==> config.mk <==
export PLATFORM = sky130hd
export DESIGN_NAME = pc_down_counter
export DESIGN_NICKNAME = d
export VERILOG_FILES = /design/src/rtl/pc_down_counter.sv
export SDC_FILE = /design/constraint.sdc
export NUM_CORES = 1
export LEC_CHECK = 0
export ABC_CLOCK_PERIOD_IN_PS = 1770
export BUFFER_PORTS_ARGS = -buffer_cell sky130_fd_sc_hd__buf_2
export CORE_MARGIN = 10
export CORE_UTILIZATION = 35
export CTS_CLUSTER_SIZE = 8
export DETAILED_ROUTE_END_ITERATION = 10
export PLACE_DENSITY = 0.56
export SLEW_MARGIN = 10
export SYNTH_ARGS = -nofsm -noshare
export SYNTH_HDL_FRONTEND = slang
export SYNTH_SLANG_ARGS = --single-unit
==> constraint.sdc <==
create_clock -name clk -period 1.77 [get_ports clk]
set_clock_uncertainty 0.1 [all_clocks]
set_input_delay 0.177 -clock clk [delete_from_list [all_inputs] [get_ports clk]]
set_output_delay 0.177 -clock clk [all_outputs]
set_load 0.02 [all_outputs]
==> src/rtl/pc_down_counter.sv <==
`default_nettype none
// ============================================================================
// Module      : pc_down_counter
// Description : Loadable synchronous down-counter with terminal-count pulse,
//               complemented output and optional periodic auto-reload.
// Revision    : 1.0 - initial release
// ============================================================================
module pc_down_counter #(
    parameter int unsigned WIDTH       = 4,
    parameter bit          AUTO_RELOAD = 1'b0
) (
    input  logic             clk,
    input  logic             reset,
    input  logic             load,
    input  logic [WIDTH-1:0] load_val,
    input  logic             en,
    output logic [WIDTH-1:0] qout,
    output logic [WIDTH-1:0] qnout,
    output logic             zero,
    output logic             busy,
    output logic             done
);

    typedef enum logic [1:0] {
        S_IDLE = 2'd0,
        S_RUN  = 2'd1,
        S_DONE = 2'd2
    } state_t;

    localparam logic [WIDTH-1:0] c_zero = '0;
    localparam logic [WIDTH-1:0] c_one  = {{(WIDTH-1){1'b0}}, 1'b1};

    state_t           r_state;
    state_t           w_state_nxt;
    logic [WIDTH-1:0] r_count;
    logic [WIDTH-1:0] w_count_nxt;
    logic [WIDTH-1:0] r_reload;
    logic [WIDTH-1:0] w_reload_nxt;
    logic             r_done;
    logic             w_done_nxt;

    always_ff @(posedge clk) begin
        if (reset) begin
            r_state  <= S_IDLE;
            r_count  <= c_zero;
            r_reload <= c_zero;
            r_done   <= 1'b0;
        end else begin
            r_state  <= w_state_nxt;
            r_count  <= w_count_nxt;
            r_reload <= w_reload_nxt;
            r_done   <= w_done_nxt;
        end
    end

    always_comb begin
        w_state_nxt  = r_state;
        w_count_nxt  = r_count;
        w_reload_nxt = r_reload;
        w_done_nxt   = 1'b0;
        if (load) begin
            w_count_nxt  = load_val;
            w_reload_nxt = load_val;
            if (load_val == c_zero) begin
                w_state_nxt = S_DONE;
                w_done_nxt  = 1'b1;
            end else begin
                w_state_nxt = S_RUN;
            end
        end else if ((r_state == S_RUN) && en) begin
            if (r_count > c_one) begin
                w_count_nxt = r_count - c_one;
            end else if (r_count == c_one) begin
                w_count_nxt = c_zero;
                w_done_nxt  = 1'b1;
                w_state_nxt = AUTO_RELOAD ? S_RUN : S_DONE;
            end else begin
                // Count sits at zero only in auto-reload mode; restart the loop.
                w_count_nxt = r_reload;
            end
        end
    end

    assign qout  = r_count;
    assign qnout = ~r_count;
    assign zero  = (r_count == c_zero);
    assign busy  = (r_state == S_RUN);
    assign done  = r_done;

endmodule
`default_nettype wire

==> After elaboration in Yosys (flattened, before gate mapping) <==
Index checks and enable logic that the tools add are counted.
{ "word_totals": {"regBits": 11, "input_bits": 8, "elab_cells": 30} }
{ "classes": {"mux": 14, "eq_ne": 3, "magnitude_cmp": 1, "n_reduce_logical": 6, "n_bitwise": 1, "addsub": 1} }
{ "op_table": {"columns": ["operator", "count"], "rows": [
  ["two-way mux 4 bit", 4],
  ["two-way mux 2 bit", 5],
  ["zero test 4 bit", 2],
  ["two-way mux 1 bit", 5],
  ["== test 4 x 1 -> 1 bit, second input constant", 1],
  ["greater-than comparator 4 x 1 -> 1 bit, second input constant", 1],
  ["inverter 4 bit", 1],
  ["nonzero test 2 bit", 2],
  ["subtractor 4 x 1 -> 4 bit, second input constant", 1],
  ["AND reduction 3 bit", 1],
  ["== test 2 x 1 -> 1 bit, second input constant", 1],
  ["inequality test 2 bit, second input constant", 1],
  ["logical AND 1 bit", 1]
]} }

==> Depth between registers and ports, before layout <==
Gate-level depths: netlist (run 1).
{ "depth": {"word_depth": 5, "mapped_depth": 5, "mapped_depth_nobuf": 5} }

==> Worst setup path after synthesis (run 1) <==
OpenSTA, ideal clock, no wires.
{ "synth_timing": {"kind": "register -> register", "startpoint": "register r_count[1], in the netlist qout[1]", "endpoint": "register r_count[0], in the netlist qout[0]", "arrival_time_ps": 1542, "path_buffers": 0, "path_stages_with_launch": 6, "setup_slack_ps": 37, "setup_time_ps": 91, "cell_sequence": "dfxtp_1 > inv_1 > ha_1 > nor4b_4 > a22oi_1 > a311oi_1"} }
{ "synth_between": {"elab_chain_len": 5} }
{ "synth_lines": {"columns": ["item", "line", "source"], "rows": [
  ["start, declared", "35", "logic [WIDTH-1:0] r_count;"],
  ["start signal, assigned", "45", "r_count <= c_zero;"],
  ["start signal, assigned", "50", "r_count <= w_count_nxt;"],
  ["parallel branches: the longest is 2 deep, another holds greater-than comparator 4 x 1 -> 1 bit", null, null],
  ["two-way mux 4 bit (*)", "71", "if (r_count > c_one) begin"],
  ["two-way mux 4 bit (*)", "70", "end else if ((r_state == S_RUN) && en) begin"],
  ["two-way mux 4 bit (*)", "61", "if (load) begin"]
]} }
Every way passes the cells marked *. The select of a mux whose other input is x is not followed.
A chain may end at the register's enable or synchronous reset.

==> Final worst setup path (run 1) <==
{ "layout_timing": {"startpoint": "register r_count[3], in the netlist qout[3]", "endpoint": "output port zero"} }
{ "layout_between": {"elab_chain_len": 1} }
{ "layout_lines": {"columns": ["item", "line", "source"], "rows": [
  ["zero test 4 bit", "86", "assign zero = (r_count == c_zero);"],
  ["end, declared", "19", "output logic zero,"]
]} }
Every way passes these cells.

==> results.md, run 1 <==
* R2R Path Start: qout[1]$_SDFFE_PP0P_
* Static leakage power at 0.325 nW
* Number of fillers in the final layout at 198
* Number of enable flip-flop cells after synthesis at 0
* Vias in the first global route at 617
* Number of max-capacitance violations reported at 0
* Clock root buffer master: sky130_fd_sc_hd__clkbuf_4
* Clock latency of the later-clocked register in the worst-skew pair at 0.26 ns
* Multiplexer share of the synthesized area at 3.06%
* Share of synthesized area occupied by flip-flops and latches at 33.7%
* Run status: completed
* Setup Total Neg Slack at 0 ns
* Length in cells of the worst reg-to-reg path at 5
* Die span in x at 63.2 um
* Initial core utilization at 37.5%
* Fin. max-slew vios at 0
* Final GP Congestion at 0.806
* GRT overflow at 0
* TritonCTS clock tree: yes
* H-Tree Depth at 1
* Clock Pin Slew Worst Setup and Hold Paths at 0.07 ns
* Layout cells sized above 1 at 26.1%
* FF+latch count, synth at 11
* Number of buffers between clock root and the deepest sink at 2
* CP Class: register to primary output
* End of the worst register-to-register path: qout[0]$_SDFFE_PP0P_
* Max-slew headroom at the worst pin at 73.1%
* Total number of clock tree sinks at 11
* Synth Area in Compound Gates at 22.4%
* Avg WL per Cell at 12.9 um
* Final hold violation count at 0
* Total power draw at 0.619 mW
* CP Data Arrival Time at 1.31 ns
* Setup repair bufs after CTS at 0
* Critical path startpoint category: register
* Slack of the worst reg-to-reg path at 0.20 ns
* Netlist area before placement at 654 um2
* Detailed-router iteration count before antenna repair at 4
* Number of nets in the synthesized netlist at 86
* Post-Synth Simple-Gate Area at 26.4%
* Clock period minus worst slack at 1.59 ns
* Maximum net fanout on the critical path at 10
* Area contributors post-synth: sky130_fd_sc_hd__dfxtp_1 34%, sky130_fd_sc_hd__ha_1 5.7%, sky130_fd_sc_hd__a311oi_1 5.4%
* Antenna violations before repair at 0
* Area enclosed by the die boundary at 0.00400 mm2
* Wire length of the first global-routing pass at 2610 um
* Post-detailed-placement half-perimeter wirelength at 1180 um
* Floorplan row count at 15
* Final non-filler cell area at 769 um2
* Adder-cell share of the synthesized area at 5.74%
* Commonest cells after routing, fill and taps aside: 18 x sky130_fd_sc_hd__buf_2, 11 x sky130_fd_sc_hd__dfxtp_1, 8 x sky130_fd_sc_hd__nor2_1, 6 x sky130_fd_sc_hd__inv_1, 6 x sky130_fd_sc_hd__nor3_1
* CP Launch Point: qout[3]$_SDFFE_PP0P_
* Die Span Y at 63.2 um
* Count of unresolved DRC violations after routing at 0
* Path type of the worst min-delay path: input pin to register
* Final net count at 104
* Timing-limited maximum frequency at 629 MHz
* Final period util at 89.8%
* Placement Cell Area at 741 um2
* Biggest area consumer among synthesized cells: sky130_fd_sc_hd__dfxtp_1
* CP Capture Point: zero
* Ys async rst share at 0%
* Number of cells produced by synthesis at 75
* Number of buffers created by CTS at 3
* Final setup fails at 0
* Multi-input combinational cell area at 379 um2
* Unique cell type count in the Yosys netlist at 28
* Sequential cell area in the final layout at 220 um2
* Area added between synthesis and finish at 17.6%
* Cell Pwr Density at 804 mW/mm2
* Gr usage total at 7.79%
* Number of vias after detailed routing at 574
* Ys flop type: sky130_fd_sc_hd__dfxtp_1
* Initial detailed-routing violation count at 14
* Largest net degree at the start of global routing at 25
* Total routed wirelength at 1510 um
* Antenna cells at 0
* Worst Setup End Kind: primary output
* Most common cell after layout, fill and taps aside: sky130_fd_sc_hd__buf_2
* Required time reported for the critical path endpoint at 1.49 ns
* Min-delay src: load_val[1]
* RSZ-0062 raised after global routing: no
* End-of-flow core utilization at 44.1%
* Top cell type's share of synthesized area at 33.7%
* Dominant combinational cell family by area after synthesis: simple AND/OR/NAND/NOR gates
* Ys Warns at 0
* Post-synthesis xor/xnor area fraction at 0%
* Detail-routed via count per cell at 4.91
* CORE AREA at 0.00175 mm2
* VDD IR max at 0.516 mV
* Port Buf Inserts at 18
* Avg Cell Area, Syn at 8.73 um2
* Number of nets with antenna violations after detailed routing at 0
* Hold slack final at 0.0835 ns
* Tightest Pin Transition at 0.400 ns
* Top-level port count at 19
registers in the layout, indices dropped and copies added (netlist names):
signal,flops
r_state,2
done,1
qout,4
r_reload,4
worst max-delay path, cell delays in order, from the launching register on:
cell,delay [ns]
sky130_fd_sc_hd__dfxtp_1,0.55
sky130_fd_sc_hd__nor2_1,0.16
sky130_fd_sc_hd__and2_1,0.19
sky130_fd_sc_hd__buf_2,0.15
cell type report:
class | instances | share of cell area [%]
clock buffer | 4 | 3.41
multi-input combinational | 53 | 49.3
timing repair buffer | 18 | 11.7
tap | 25 | 4.07
sequential | 11 | 28.6
inverter | 6 | 2.93
worst min path at each step:
stage               slack (ns)  cells past startpoint                       end
global placement          0.35                      3  r_reload[1]$_SDFFE_PP0P_
detailed placement        0.36                      3  r_reload[1]$_SDFFE_PP0P_
CTS                       0.08                      3  r_reload[1]$_SDFFE_PP0P_
floorplan                 0.22                      2  r_reload[0]$_SDFFE_PP0P_
finish                    0.08                      3  r_reload[1]$_SDFFE_PP0P_
global route              0.12                      3  r_reload[1]$_SDFFE_PP0P_
stage by stage:
stage                     cells  setup slack (ns)
after floorplan              75            0.0372
after global placement      113            0.0876
after detailed placement    113            0.0646
after CTS                   117            0.0456
after global routing        117            0.0268
final                       117             0.181
cell families after synthesis:
kind of cell / after synthesis
AOI/OAI and AO/OA: 19
adders and majority gates: 3
buffers and inverters: 11
DFF: 11
muxes: 2
and+or+nand+nor: 29
where the power goes:
group	switching (mW)	total, mW	internal [mW]
registers	0.0186	0.282	0.264
clock network	0.0820	0.169	0.0871
logic	0.0994	0.167	0.0678
Yosys cell counts (all sizes together) (2+ instances only):
master and n:
buf 3, inv 6, o31ai 2, nand2 2, a21oi 5, dfxtp 11
mux2i 2, nor2 8, nand2b 3, nor3 6, clkbuf 2, a311oi 4
a22oi 2, nor2b 4, ha 3
timing repair:
action                     CTS  global route
gates resized for setup      0             1
setup endpoints to repair    0             2
hold buffers                 0             0
hold endpoints to repair     0             0
metal layers:
| layer | vias up | track usage, % | wire length (um) |
|---|---|---|---|
| met1 | 247 | 8.73 | 724 |
| li1 | 307 | - | - |
| met5 | - | 0 | 0 |
| met3 | 2 | 4.59 | 135 |
| met2 | 18 | 12.3 | 638 |
| met4 | 0 | 1.91 | 13 |
Power figures use the tool's default switching activity.
==> inputs of run 2 (changes only) <==
--- a/config.mk
+++ b/config.mk
@@ -8,10 +8,10 @@
 export ABC_CLOCK_PERIOD_IN_PS = 1770
 export BUFFER_PORTS_ARGS = -buffer_cell sky130_fd_sc_hd__buf_2
 export CORE_MARGIN = 10
-export CORE_UTILIZATION = 35
+export CORE_UTILIZATION = 40
 export CTS_CLUSTER_SIZE = 8
 export DETAILED_ROUTE_END_ITERATION = 10
-export PLACE_DENSITY = 0.56
+export PLACE_DENSITY = 0.75
 export SLEW_MARGIN = 10
 export SYNTH_ARGS = -nofsm -noshare
 export SYNTH_HDL_FRONTEND = slang
==> results.md, run 2 (synthesis results as in run 1) <==
* Run status: completed
* Critical-path cell with the highest stage delay: sky130_fd_sc_hd__dfxtp_1
* Cell Pwr Density at 816 mW/mm2 (+1.5%)
* Clock root buffer master: sky130_fd_sc_hd__clkbuf_4
* Setup repair bufs after CTS at 0 (unchanged)
* Worst Setup End Kind: register
* Total number of clock tree sinks at 11 (unchanged)
* Number of vias after detailed routing at 590 (+2.8%)
* Die Span Y at 60.4 um (-4.4%)
* Number of buffers between clock root and the deepest sink at 2 (unchanged)
* Combinational share of power at 27.3% (+0.3 points)
* Chain of cells forming the critical path: inv_1, ha_1, nor4b_4, a22oi_1, a311oi_1
* Clock latency of the later-clocked register in the worst-skew pair at 0.26 ns (about the same)
* GRT overflow at 0 (unchanged)
* End of the worst register-to-register path: qout[1]$_SDFFE_PP0P_
* CP peak stage delay at 0.37 ns (-0.18 ns)
* RSZ-0062 raised after global routing: no
* Timing-limited maximum frequency at 607 MHz (-3.6%)
* Antenna cells at 0 (unchanged)
* Number of max-capacitance violations reported at 0 (unchanged)
* R2R Path Start: qout[0]$_SDFFE_PP0P_
* Port Buf Inserts at 18 (unchanged)
* Required time reported for the critical path endpoint at 1.84 ns (+0.35 ns)
* CP Capture Point: qout[1]$_SDFFE_PP0P_
* Switch Pwr at 0.200 mW (-0.15%)
* Tightest Pin Transition at 0.383 ns (-0.0174 ns)
* Internal power consumption at 0.419 mW (about the same)
* Static leakage power at 0.325 nW (about the same)
* Final GP Congestion at 0.736 (-8.7%)
* Slack of the worst reg-to-reg path at 0.12 ns (-0.08 ns)
* Number of buffers created by CTS at 3 (unchanged)
* Die span in x at 60.4 um (-4.4%)
* Vias in the first global route at 560 (-9.2%)
* Largest net degree at the start of global routing at 25 (unchanged)
* Final non-filler cell area at 758 um2 (-1.5%)
* CP Class: register to register
* H-Tree Depth at 1 (unchanged)
* Placement Cell Area at 729 um2 (-1.5%)
* Proportion of total power due to net switching at 32.3% (-0.040 points)
* Path type of the worst min-delay path: input pin to register
* TritonCTS clock tree: yes
* Seq pwr share at 45.9% (+0.3 points)
* Number of nets with antenna violations after detailed routing at 0 (unchanged)
* Commonest cells after routing, fill and taps aside: 18 x sky130_fd_sc_hd__buf_2, 11 x sky130_fd_sc_hd__dfxtp_1, 8 x sky130_fd_sc_hd__nor2_1, 6 x sky130_fd_sc_hd__inv_1, 6 x sky130_fd_sc_hd__nor3_1
* Total routed wirelength at 1560 um (+3.1%)
* Sequential cell area in the final layout at 220 um2 (unchanged)
* Wire length of the first global-routing pass at 2520 um (-3.5%)
* Initial detailed-routing violation count at 10 (-4)
* DP Worst Slack at 0.127 ns (+0.0620 ns)
* CP Data Arrival Time at 1.72 ns (+0.41 ns)
* Count of unresolved DRC violations after routing at 0 (unchanged)
* Layout cells sized above 1 at 26.1% (unchanged)
* Final setup fails at 0 (unchanged)
* Avg WL per Cell at 14.4 um (+12%)
* End-of-flow core utilization at 49.8% (+5.7 points)
* CORE AREA at 0.00152 mm2 (-13%)
* Post-detailed-placement half-perimeter wirelength at 1240 um (+5.0%)
* Gr usage total at 8.77% (+0.98 points)
* Detail-routed via count per cell at 5.46 (+11%)
* Portion of total power attributed to the clock network at 26.7% (-0.6 points)
* Top-level port count at 19 (unchanged)
* Antenna violations before repair at 0 (unchanged)
* Max-slew headroom at the worst pin at 74.4% (+1.4 points)
* CP Launch Point: qout[0]$_SDFFE_PP0P_
* Final period util at 93.1% (+3.4 points)
* Clock Pin Slew Worst Setup and Hold Paths at 0.07 ns (about the same)
* Fin. max-slew vios at 0 (unchanged)
* Final net count at 104 (unchanged)
* Initial core utilization at 42.9% (+5.4 points)
* Area added between synthesis and finish at 15.9%
* Clock period minus worst slack at 1.65 ns (+0.0593 ns)
* Critical path startpoint category: register
* Number of fillers in the final layout at 157 (-21%)
* Most common cell after layout, fill and taps aside: sky130_fd_sc_hd__buf_2
* Hold slack final at 0.0847 ns (+0.00116 ns)
* Multi-input combinational cell area at 379 um2 (unchanged)
* Setup Total Neg Slack at 0 ns (unchanged)
* Length in cells of the worst reg-to-reg path at 5 (unchanged)
* Floorplan row count at 14 (-1)
* Area enclosed by the die boundary at 0.00365 mm2 (-8.6%)
* Final worst slack at 0.122 ns (-0.0593 ns)
* Maximum net fanout on the critical path at 6 (-4)
* VDD IR max at 0.489 mV (-5.3%)
* Final hold violation count at 0 (unchanged)
* Detailed-router iteration count before antenna repair at 4 (unchanged)
[run 2: cell counts in the layout (fill, tap and decap cells not counted)]
Identical to the previous run, type by type.
[run 2: cell type report]
class | count | area share, %
clock buffer | 4 | 3.47
inverter | 6 | 2.97
multi-input combinational | 53 | 50.0
sequential | 11 | 29.0
tap | 16 | 2.64
timing repair buffer | 18 | 11.9
[run 2: worst max-delay path: cells and delay by family (launching register included)]
kind                       cells  cell delay [ns]
and+or+nand+nor                1             0.27
buffers and inverters          1             0.14
adders and majority gates      1             0.27
DFF                            1             0.37
AOI/OAI and AO/OA              2             0.41
[run 2: stage by stage]
step                      cells  total power, mW
after detailed placement    104            0.460
after global routing        108            0.657
final                       108            0.619
after CTS                   108            0.625
after floorplan              75            0.411
after global placement      104            0.454
[run 2: worst min path at each step]
stage / from / end / slack [ns] / cells after the start
floorplan: load_val[0] / r_reload[0]$_SDFFE_PP0P_ / 0.22 / 2
global route: load_val[3] / r_reload[3]$_SDFFE_PP0P_ / 0.09 / 3
CTS: load_val[3] / r_reload[3]$_SDFFE_PP0P_ / 0.09 / 3
detailed placement: load_val[3] / r_reload[3]$_SDFFE_PP0P_ / 0.36 / 3
finish: load_val[3] / r_reload[3]$_SDFFE_PP0P_ / 0.08 / 3
global placement: load_val[3] / r_reload[3]$_SDFFE_PP0P_ / 0.35 / 3
[run 2: routing by layer]
layer  wire length (um)  share of wire [%]  global-route usage [%]
met1                721                 46                    10.0
met2                762                 49                    13.8
met3                 74                4.7                    3.34
met4                  0                  0                    4.70
met5                  0                  0                       0
[run 2: power by group through the flow]
stage	clock (mW)	sequential [mW]	combinational, mW
after global placement	0	0.288	0.167
final	0.165	0.284	0.169
after CTS	0.171	0.283	0.171
after floorplan	0	0.291	0.120
after detailed placement	0	0.289	0.170
after global routing	0.185	0.286	0.186
[run 2: repair_timing]
item | CTS | global route
hold buffers | 0 | 0
resized for setup | 0 | 1
endpoints found under the setup margin | 0 | 1
==> inputs of run 3 (changes only) <==
--- a/config.mk
+++ b/config.mk
@@ -5,13 +5,14 @@
 export SDC_FILE = /design/constraint.sdc
 export NUM_CORES = 1
 export LEC_CHECK = 0
+export ABC_AREA = 1
 export ABC_CLOCK_PERIOD_IN_PS = 1770
 export BUFFER_PORTS_ARGS = -buffer_cell sky130_fd_sc_hd__buf_2
 export CORE_MARGIN = 10
 export CORE_UTILIZATION = 40
 export CTS_CLUSTER_SIZE = 8
 export DETAILED_ROUTE_END_ITERATION = 10
-export PLACE_DENSITY = 0.75
+export PLACE_DENSITY = 0.76
 export SLEW_MARGIN = 10
 export SYNTH_ARGS = -nofsm -noshare
 export SYNTH_HDL_FRONTEND = slang
==> results.md, run 3 <==
* Number of buffers between clock root and the deepest sink at 2 (unchanged)
* Clock Pin Slew Worst Setup and Hold Paths at 0.07 ns (about the same)
* Post-detailed-placement half-perimeter wirelength at 1270 um (+2.2%)
* Ys flop type: sky130_fd_sc_hd__dfxtp_1
* Die Span Y at 59.9 um (-0.97%)
* Die span in x at 59.9 um (-0.97%)
* Netlist area before placement at 636 um2 (-2.9%)
* Final GP Congestion at 0.809 (+9.9%)
* Area enclosed by the die boundary at 0.00358 mm2 (-1.9%)
* Total number of clock tree sinks at 11 (unchanged)
* FF+latch count, synth at 11 (unchanged)
* Avg Cell Area, Syn at 6.42 um2 (-26%)
* Maximum net fanout on the critical path at 5 (-1)
* Min-Delay Path Depth at 2 (-1)
* End of the worst register-to-register path: qout[3]$_SDFFE_PP0P_
* Count of unresolved DRC violations after routing at 0 (unchanged)
* Gr usage total at 9.31% (+0.54 points)
* Top-level port count at 19 (unchanged)
* VDD IR max at 0.432 mV (-12%)
* Number of nets in the synthesized netlist at 110 (+28%)
* Antenna cells at 0 (unchanged)
* Final net count at 131 (+26%)
* Detail-routed via count per cell at 4.84 (-11%)
* Run status: completed
* Commonest cells in the synthesized netlist: 22 x sky130_fd_sc_hd__nand2_1, 17 x sky130_fd_sc_hd__inv_1, 17 x sky130_fd_sc_hd__nor2_1, 11 x sky130_fd_sc_hd__dfxtp_1, 6 x sky130_fd_sc_hd__a21oi_1
* Total routed wirelength at 1540 um (-1.5%)
* RSZ-0062 raised after global routing: no
* Layout cells sized above 1 at 21.8% (-4.2 points)
* Number of buffers created by CTS at 3 (unchanged)
* GRT overflow at 0 (unchanged)
* Top cell type's share of synthesized area at 34.6% (+0.99 points)
* Worst Setup End Kind: primary output
* Hold slack final at 0.0577 ns (-0.0269 ns)
* Area contributors post-synth: sky130_fd_sc_hd__dfxtp_1 35%, sky130_fd_sc_hd__nand2_1 13%, sky130_fd_sc_hd__inv_1 10%
* Antenna violations before repair at 0 (unchanged)
* Ys async rst share at 0% (unchanged)
* TritonCTS clock tree: yes
* Unique cell type count in the Yosys netlist at 18 (-36%)
* Largest net degree at the start of global routing at 12 (-52%)
* Initial core utilization at 42.2% (-0.75 points)
* Tightest Pin Transition at 0.255 ns (-0.127 ns)
* Endpoint with the worst hold slack: r_state[1]$_SDFFE_PP0P_
* Final period util at 84.4% (-8.7 points)
* Clock latency of the later-clocked register in the worst-skew pair at 0.28 ns (+0.02 ns)
* Setup Total Neg Slack at 0 ns (unchanged)
* Slack of the worst reg-to-reg path at 0.33 ns (+0.21 ns)
* Biggest area consumer among synthesized cells: sky130_fd_sc_hd__dfxtp_1
* CP Data Arrival Time at 1.22 ns (-0.50 ns)
* Final hold violation count at 0 (unchanged)
* Detailed-router iteration count before antenna repair at 4 (unchanged)
* Vias in the first global route at 631 (+13%)
* Number of buffers added to fix hold violations after cts at 0 (unchanged)
* Number of vias after detailed routing at 654 (+11%)
* Cts repair resizes at 0 (unchanged)
* Number of cells produced by synthesis at 99 (+32%)
* Most common cell after layout, fill and taps aside: sky130_fd_sc_hd__nand2_1
* Clock root buffer master: sky130_fd_sc_hd__clkbuf_4
* Setup repair bufs after CTS at 0 (unchanged)
* Path type of the worst min-delay path: input pin to register
* Initial detailed-routing violation count at 10 (unchanged)
* Critical path startpoint category: register
* Fin. max-slew vios at 0 (unchanged)
* Ys Warns at 0 (unchanged)
* Commonest cells after routing, fill and taps aside: 22 x sky130_fd_sc_hd__nand2_1, 18 x sky130_fd_sc_hd__buf_2, 17 x sky130_fd_sc_hd__inv_1, 17 x sky130_fd_sc_hd__nor2_1, 11 x sky130_fd_sc_hd__dfxtp_1
* CP Class: register to primary output
* CORE AREA at 0.00151 mm2 (-1.1%)
* Min-delay src: reset
* Final worst slack at 0.276 ns (+0.155 ns)
* Clock period minus worst slack at 1.49 ns (-0.155 ns)
* Required time reported for the critical path endpoint at 1.49 ns (-0.35 ns)
* Timing-limited maximum frequency at 669 MHz (+10%)
* R2R Path Start: qout[0]$_SDFFE_PP0P_
* Cell Pwr Density at 862 mW/mm2 (+5.7%)
* H-Tree Depth at 1 (unchanged)
* Number of enable flip-flop cells after synthesis at 0 (unchanged)
* Number of nets with antenna violations after detailed routing at 0 (unchanged)
* Port Buf Inserts at 18 (unchanged)
* Area added between synthesis and finish at 19.1%
* Share of synthesized area occupied by flip-flops and latches at 34.6% (+0.99 points)
* Number of max-capacitance violations reported at 0 (unchanged)
* Static leakage power at 0.389 nW (+20%)
* Length in cells of the worst reg-to-reg path at 7 (+2)
* DP Worst Slack at 0.340 ns (+0.214 ns)
* Wire length of the first global-routing pass at 2630 um (+4.4%)
* Avg WL per Cell at 11.4 um (-21%)
* Floorplan row count at 14 (unchanged)
* Final setup fails at 0 (unchanged)
* Max-slew headroom at the worst pin at 82.9% (+8.5 points)
* Dominant cell by count in the synthesized netlist: sky130_fd_sc_hd__nand2_1
-- run 3: cell count changes in the layout (fill, tap and decap cells not counted), sizes merged, moves of 6 or more --
cell   previous run  this run
nand2             2        22
inv               6        18
nor2              8        19
o21ai             0         8
nand3             0         6
nor3              6         0
-- run 3: logic make-up after synthesis --
kind of cell / Yosys count / share of synthesized area (%)
and+or+nand+nor: 48 / 31.5
buffers and inverters: 20 / 13.0
AOI/OAI and AO/OA: 16 / 13.6
DFF: 11 / 34.6
adders and majority gates: 3 / 5.91
xor gates and xnor gates: 1 / 1.38
-- run 3: layout make-up --
class	instances	area, um2
Timing Repair Buffer	18	90.1
Sequential cell	11	220
Inverter	18	67.6
Clock buffer	4	26.3
Fill cell	158	749
Multi-Input combinational cell	68	333
Tap cell	16	20.0
-- run 3: how the worst max path moves through the flow --
| stage | startpoint | endpoint | slack [ns] |
|---|---|---|---|
| after floorplan | qout[0]$_SDFFE_PP0P_ | qout[2]$_SDFFE_PP0P_ | 0.17 |
| after global routing | qout[0]$_SDFFE_PP0P_ | qout[0]$_SDFFE_PP0P_ | 0.15 |
| final | qout[0]$_SDFFE_PP0P_ | zero | 0.28 |
| after detailed placement | qout[0]$_SDFFE_PP0P_ | qout[3]$_SDFFE_PP0P_ | 0.34 |
| after CTS | qout[0]$_SDFFE_PP0P_ | zero | 0.25 |
| after global placement | qout[0]$_SDFFE_PP0P_ | qout[2]$_SDFFE_PP0P_ | 0.39 |
-- run 3: worst max-delay path: stages, from the launching register on --
cell,delay [ns]
sky130_fd_sc_hd__dfxtp_1,0.39
sky130_fd_sc_hd__inv_1,0.11
sky130_fd_sc_hd__ha_1,0.21
sky130_fd_sc_hd__inv_1,0.05
sky130_fd_sc_hd__nor2_1,0.03
sky130_fd_sc_hd__buf_2,0.15
-- run 3: through the flow --
| step | instances | util, % | cell area [um2] | total power, mW |
|---|---|---|---|---|
| 6_report | 135 | 50.2 | 757 | 0.652 |
| 5_1_grt | 135 | 50.2 | 757 | 0.693 |
| 4_1_cts | 135 | 50.2 | 757 | 0.659 |
| 3_5_place_dp | 131 | 48.5 | 731 | 0.481 |
| 3_3_place_gp | 131 | 48.5 | 731 | 0.474 |
| 2_1_floorplan | 99 | - | 636 | 0.424 |
-- run 3: metal layers --
metal	vias up	track usage, %	share of wire, %
met5	-	0	0
met4	0	6.41	2.6
met3	5	2.75	7.6
met2	16	15.3	48
met1	291	9.93	41
li1	342	-	-
-- run 3: power breakdown --
| group | total, mW | switching, mW | internal, mW |
|---|---|---|---|
| clock | 0.179 | 0.0913 | 0.0875 |
| sequential | 0.281 | 0.0148 | 0.266 |
| combinational | 0.193 | 0.127 | 0.0665 |
| total | 0.652 | 0.233 | 0.420 |
